--- config.mk ---
export PLATFORM = sky130hd
export DESIGN_NAME = demux_16bit_assembler
export DESIGN_NICKNAME = d
export VERILOG_FILES = /design/src/rtl/demux_16bit_assembler.sv
export SDC_FILE = /design/constraint.sdc
export NUM_CORES = 1
export LEC_CHECK = 0
export CAP_MARGIN = 15
export CORE_ASPECT_RATIO = 1.25
export CORE_MARGIN = 2
export CORE_UTILIZATION = 25
export CTS_CLUSTER_SIZE = 24
export DETAILED_ROUTE_END_ITERATION = 12
export SLEW_MARGIN = 20
export SYNTH_ARGS = -nofsm -noshare
export SYNTH_HDL_FRONTEND = slang
export SYNTH_SLANG_ARGS = --single-unit
--- constraint.sdc ---
create_clock -name clk -period 2.9 [get_ports clk]
set_input_delay 0.435 -clock clk [delete_from_list [all_inputs] [get_ports clk]]
set_output_delay 0.435 -clock clk [all_outputs]
set_load 0.05 [all_outputs]
--- src/rtl/demux_16bit_assembler.sv ---
// Assembles a 16-bit word from single bits placed by index, then hands it off with valid/ready.
// Optional DEMUX_AUTO_INDEX_EN replaces in_sel with an internal wrapping position counter.
module demux_16bit_assembler (
  input  logic        clk,
  input  logic        rst,
  input  logic        in_valid,
  input  logic        in_bit,
  input  logic [3:0]  in_sel,
  output logic        in_ready,
  input  logic        flush,
  output logic        out_valid,
  output logic [15:0] out_word,
  input  logic        out_ready,
  output logic [15:0] fill_mask,
  output logic        dup_err
);

  typedef enum logic [0:0] {StFill, StFull} state_e;

  state_e      state_q, state_d;
  logic [15:0] word_q, word_d;
  logic [15:0] mask_q, mask_d;
  logic        dup_q, dup_d;
  logic [3:0]  idx;

`ifdef DEMUX_AUTO_INDEX_EN
  logic [3:0] cnt_q, cnt_d;
  logic       unused_sel;

  assign idx        = cnt_q;
  assign unused_sel = ^in_sel;
`else
  assign idx = in_sel;
`endif

  always_comb begin
    state_d = state_q;
    word_d  = word_q;
    mask_d  = mask_q;
    dup_d   = dup_q;
`ifdef DEMUX_AUTO_INDEX_EN
    cnt_d   = cnt_q;
`endif
    case (state_q)
      StFill: begin
        if (flush) begin
          // Flush wins over a same-cycle input transfer.
          word_d = '0;
          mask_d = '0;
          dup_d  = 1'b0;
`ifdef DEMUX_AUTO_INDEX_EN
          cnt_d  = '0;
`endif
        end else if (in_valid) begin
          word_d[idx] = in_bit;
          mask_d[idx] = 1'b1;
`ifdef DEMUX_AUTO_INDEX_EN
          cnt_d = cnt_q + 4'd1;
`else
          if (mask_q[idx]) dup_d = 1'b1;
`endif
          if (mask_d == 16'hFFFF) state_d = StFull;
        end
      end
      StFull: begin
        if (out_ready) begin
          state_d = StFill;
          word_d  = '0;
          mask_d  = '0;
          dup_d   = 1'b0;
`ifdef DEMUX_AUTO_INDEX_EN
          cnt_d   = '0;
`endif
        end
      end
      default: state_d = StFill;
    endcase
  end

  always_ff @(posedge clk or posedge rst) begin
    if (rst) begin
      state_q <= StFill;
      word_q  <= '0;
      mask_q  <= '0;
      dup_q   <= 1'b0;
    end else begin
      state_q <= state_d;
      word_q  <= word_d;
      mask_q  <= mask_d;
      dup_q   <= dup_d;
    end
  end

`ifdef DEMUX_AUTO_INDEX_EN
  always_ff @(posedge clk or posedge rst) begin
    if (rst) cnt_q <= '0;
    else     cnt_q <= cnt_d;
  end
`endif

  assign in_ready  = (state_q == StFill);
  assign out_valid = (state_q == StFull);
  assign out_word  = word_q;
  assign fill_mask = mask_q;
  assign dup_err   = dup_q;

endmodule

==> results of run 1 <==
cell type report:
class / count / area, sq um / share of cell area, %
repair buffers: 47 / 463 / 19.5
clock inverters: 2 / 12.5 / 0.526
clock buffers: 6 / 82.6 / 3.47
well taps: 90 / 113 / 4.73
multi-input cells: 118 / 838 / 35.2
flip-flops and latches: 34 / 851 / 35.8
inverters: 5 / 18.8 / 0.789
how the worst max path moves through the flow:
stage / from / to / slack (ps) / cells after the start
CTS: in_sel[0] / out_valid / 630 / 6
finish: in_sel[0] / out_valid / 640 / 6
floorplan: out_valid / out_word[4] / 890 / 5
global placement: in_sel[0] / out_valid / 350 / 6
detailed placement: in_sel[0] / out_valid / 340 / 6
global route: in_sel[0] / out_valid / 490 / 6
sequential cells by signal, summed over array words and instances (netlist names):
signal     flops
fill_mask     16
dup_err        1
out_valid      1
out_word      16
power breakdown:
group          leakage (nW)  switching, W  internal, W
registers             0.471     0.0000108     0.000484
clock network        0.0472      0.000185     0.000191
logic                 0.431      0.000103    0.0000542
total                 0.950      0.000299     0.000729
layer usage:
metal	GRT usage, %	up-vias	routed length (um)
li1	-	702	-
met4	4.11	0	89
met1	16.7	730	2090
met2	21.3	40	2400
met3	4.44	7	266
met5	0	-	0
critical path: stages:
cell and delay [ps]:
clkdlybuf4s50_1 830, and2_2 290, a21o_1 120, a32oi_1 40, or4b_1 530, o32ai_2 210
cell families after synthesis:
family          Yosys count  synth area share [%]
mux                      14                  10.8
buf+inv                  16                  4.54
flops                    34                  48.2
compound gates           50                  21.3
simple gates             54                  15.2
per-stage QoR:
stage	setup WS, ps	utilization [%]
5_1_grt	487	34.5
3_5_place_dp	342	33.1
3_3_place_gp	354	33.1
4_1_cts	634	34.5
6_report	642	34.5
2_1_floorplan	887	-
layout by cell type (no fill, tap or decap), types with 2 or more instances in the layout:
master / instances
a22oi_1: 3
clkdlybuf4s50_1: 44
o21a_1: 9
mux2i_1: 9
buf_4: 3
nor2b_1: 2
o31ai_1: 7
a21o_1: 3
dfrtp_1: 34
nand2_1: 24
mux4_2: 4
o21ai_0: 8
clkbuf_8: 6
nor2_1: 15
a32oi_1: 4
inv_1: 5
nand2b_1: 2
a32o_1: 2
o211ai_1: 7
==> metrics.cfg, run 1 <==
[cells_and_area]
insertedDiodeCount=0
area_growth_pct=34.7
drive_above_1_share_pct=10.8
final_area_sq_um=2380
fillers=715
fin_cells=302
layout.nets=221

[synthesis]
synth_edf_count=0
synthTopCellsByCount=dfrtp_1, nand2_1, nor2_1
yosys-top-cells-area=dfrtp_1, mux2i_1, mux4_2
async_flop_share_pct=100
syn_nets=178
yosys.area.top_type_share_pct=48.2
synth_seq_cells=34
synth_area_leader_cell=dfrtp_1
ys_warn_count=0
synthFlopType=dfrtp_1
synth_cells=168
syn_avg_cell_area_sq_um=10.5
synth.most_common_cell=dfrtp_1
ys_seq_area_share_pct=48.2
synthesis.area_sq_um=1770
ys_types=38

[die]
die_h_um=98.0
dieArea_sq_um=7750
start_util_pct=25.6
core_area_sq_um=6890
die_w_um=79.2
row_count=34
io_pins=45

[hold_path]
whs_endpoint=dup_err
hold_class=flip-flop to flip-flop
hp-start=dup_err
hold_path_depth=1

[clocking]
clock-sinks=34
clkTransAtPathRegs_ps=70
cts_tree=yes
ctsHoldBuffers=0
clk_latency_ps=290
htreeDepth=2
postCtsSetupBuffers=0
cts_made_buffers=5
cts.repair.resized=0
root_buffer=clkbuf_8
clockBufferDepth=2

[timing]
final_max_slew_viol_count=0
min_period_ps=2260
rsz0062_at_grt=false
fmax_mhz=443
setup_violations=0
finClkSkew_ps=2.76
final.setup.tns_ps=0
worst_pin_slew_ps=568
hold_viol_final=0
maxSlewHeadroom_pct=62.0
whs_ps=509
period_share_pct=77.9

[setup_path]
r2r-end=out_valid
regToRegStartpoint=out_valid
critical_path_class=primary input to flip-flop
end_kind=flip-flop
start_kind=primary input
crit_arrival_ps=2450
reg2regPathDepth=5
crit_required_ps=3100
ff2ff_setup_slack_ps=1030
crit_fanout=15

[global_routing]
track_usage_pct=13.2
grt-ovfl-total=0
antenna_found_initial=0
grt_pass1_vias=1448
grt_pass1_wl_um=7970
grt_max_degree=35

[detailed_routing]
detail_route.wl_per_cell_um=16.0
drt_iter0_drc=133
drtPass1Iterations=4
drcViolationCount=0
via_count=1479
vias_per_cell=4.90
antenna_left=0
drt_wl_total_um=4840

[job]
maxCapViolCount=0

[pwr]
p_per_area_nw_per_um2=432
p_leak_nw=0.950
vdd_drop_max_mv=0.192
p_total_w=0.00103

[placement]
place_area_sq_um=2280
port-buffer-count=44
dp_cells=294
place_hpwl_um=3500
place_congestion=0.813

[status]
run_status=finished, final reports clean

Power figures use the tool's default switching activity.
==> run 2, diff against run 1 <==
- clock period: 2.9 -> 2.1 ns (I/O delays scaled with it)
==> run 2 against run 1 <==
Compared with the run above:
- utilization increased by 2.3 points
- die area unchanged
- cell count increased by 6.6%
- register-to-register slack got worse by 660 ps
- cell area increased by 6.8%
- combinational power increased by 59%
- clock power increased by 33%
- non-clock buffer count increased by 20
- clock skew increased by 6.5 ps
- critical path depth decreased by 5
- critical endpoint is now out_valid
- largest cell class unchanged
==> metrics.cfg, run 2 (same netlist as run 1, synthesis figures left out) <==
[status]
run_status=finished, final reports clean  ; unchanged

[cells_and_area]
insertedDiodeCount=0  ; unchanged
fillers=705  ; was 715
drive_above_1_share_pct=18.1  ; was 10.8%
final_cell_mix=clkdlybuf4s50_1, dfrtp_1, nand2_1, buf_4, nor2_1  ; was clkdlybuf4s50_1, dfrtp_1, nand2_1, nor2_1
layout.nets=241  ; was 221
fin_util_pct=36.9  ; was 34.5%
area_growth_pct=43.9  ; was 34.7%
final_common_cell=clkdlybuf4s50_1  ; unchanged
register_area_sq_um=851  ; unchanged
multiInputGateArea_sq_um=838  ; unchanged

[detailed_routing]
drt_iter0_drc=99  ; was 133
antenna_left=0  ; unchanged
vias_per_cell=4.72  ; was 4.90
drtPass1Iterations=4  ; unchanged
detail_route.wl_per_cell_um=15.4  ; was 16.0 um
via_count=1519  ; was 1479
drcViolationCount=0  ; unchanged
drt_wl_total_um=4950  ; was 4840 um

[placement]
place_congestion=0.834  ; was 0.813
place_ws_ps=-98.9  ; was 342 ps
place_hpwl_um=3650  ; was 3500 um
port-buffer-count=44  ; unchanged

[hold_path]
hold_class=primary input to async pin  ; was flip-flop to flip-flop

[timing]
worst_pin_slew_ps=543  ; was 568 ps
rsz0062_at_grt=false  ; unchanged
worst_slack_ps=150  ; was 642 ps
setup_violations=0  ; unchanged
fmax_mhz=513
min_period_ps=1950
whs_ps=436  ; was 509 ps
period_share_pct=92.9
maxSlewHeadroom_pct=63.7  ; was 62.0%
final_max_slew_viol_count=0  ; unchanged
hold_viol_final=0  ; unchanged
finClkSkew_ps=9.28  ; was 2.76 ps

[die]
core_area_sq_um=6890  ; unchanged
dieArea_sq_um=7750  ; unchanged
die_h_um=98.0  ; unchanged
io_pins=45  ; unchanged
start_util_pct=25.6  ; unchanged
row_count=34  ; unchanged
die_w_um=79.2  ; unchanged

[setup_path]
crit_fanout=5  ; was 15
path_delay_family=buffers and inverters  ; unchanged
reg2regPathDepth=5  ; unchanged
end_kind=output port  ; was flip-flop
critPathMaxStageDelay_ps=860  ; was 830 ps
cp_slowest_cell=clkdlybuf4s50_1  ; unchanged
critical_path_class=flip-flop to output port  ; was primary input to flip-flop
start_kind=flip-flop  ; was primary input
ff2ff_setup_slack_ps=370  ; was 1030 ps
crit_buf_inv=1  ; unchanged
r2r-end=out_valid  ; unchanged
regToRegStartpoint=out_valid  ; unchanged
crit_required_ps=1780  ; was 3100 ps
crit_chain=clkdlybuf4s50_1  ; was clkdlybuf4s50_1 > and2_2 > a21o_1 > a32oi_1 > or4b_1 > o32ai_2
crit_arrival_ps=1640  ; was 2450 ps

[pwr]
p_per_area_nw_per_um2=565  ; was 432 nW/um^2
vdd_drop_max_mv=0.253  ; was 0.192 mV
p_leak_nw=1.05  ; was 0.950 nW

[global_routing]
grt-ovfl-total=0  ; unchanged
track_usage_pct=13.4  ; was 13.2%
grt_max_degree=35  ; unchanged
grt_pass1_wl_um=8060  ; was 7970 um
antenna_found_initial=0  ; unchanged
grt_pass1_vias=1556  ; was 1448

[job]
maxCapViolCount=0  ; unchanged

[clocking]
cts_made_buffers=5  ; unchanged
ctsHoldBuffers=0  ; unchanged
clock-sinks=34  ; unchanged
root_buffer=clkbuf_8  ; unchanged
clkTransAtPathRegs_ps=70  ; about the same
htreeDepth=2  ; unchanged
clockBufferDepth=2  ; unchanged
clk_latency_ps=280  ; was 290 ps
cts_tree=yes  ; unchanged
postCtsSetupBuffers=0  ; unchanged

## run 2: worst max-delay path by stage
stage              start     endpoint  slack [ps]  depth (start not counted)
6_report       out_valid    out_valid         150                          1
5_1_grt        in_sel[0]      dup_err          70                          6
4_1_cts        out_valid     in_ready          20                          2
3_5_place_dp   in_sel[2]    out_valid        -100                          6
3_3_place_gp   in_sel[0]      dup_err        -100                          6
2_1_floorplan  out_valid  out_word[4]          90                          5
## run 2: tightest hold or removal path: stages
cell	delay [ps]
clkdlybuf4s50_1	400
inv_1	50
buf_4	380
## run 2: layer usage
layer	routed length (um)	up-vias	part of all wire (%)	GRT usage, %
li1	-	739	-	-
met1	2230	733	45	17.9
met2	2440	43	49	21.8
met3	243	4	4.9	3.51
met4	36	0	0.73	3.18
met5	0	-	0	0
## run 2: repair_timing
item                       4_1_cts  5_1_grt
setup endpoints to repair        0        1
resized for setup                0        1
hold endpoints to repair         0        0
## run 2: through the flow
step           power (W)  cells  instance area (sq um)  setup TNS (ps)
6_report         0.00143    322                   2540               0
2_1_floorplan   0.000837    168                   1770               0
5_1_grt          0.00150    322                   2540               0
3_3_place_gp    0.000947    314                   2450            -180
3_5_place_dp    0.000948    314                   2450            -196
4_1_cts          0.00145    322                   2540               0
## run 2: final cells by class
class | instances | share of cell area, %
inverters | 5 | 0.739
multi-input cells | 118 | 33.0
repair buffers | 67 | 24.7
clock buffers | 7 | 3.40
flip-flops and latches | 34 | 33.5
clock inverters | 1 | 0.197
well taps | 90 | 4.43
## run 2: where the power goes
group          switching [W]  internal, W  total (W)
sequential         0.0000151     0.000669   0.000684
clock               0.000237     0.000265   0.000501
combinational       0.000149     0.000101   0.000250
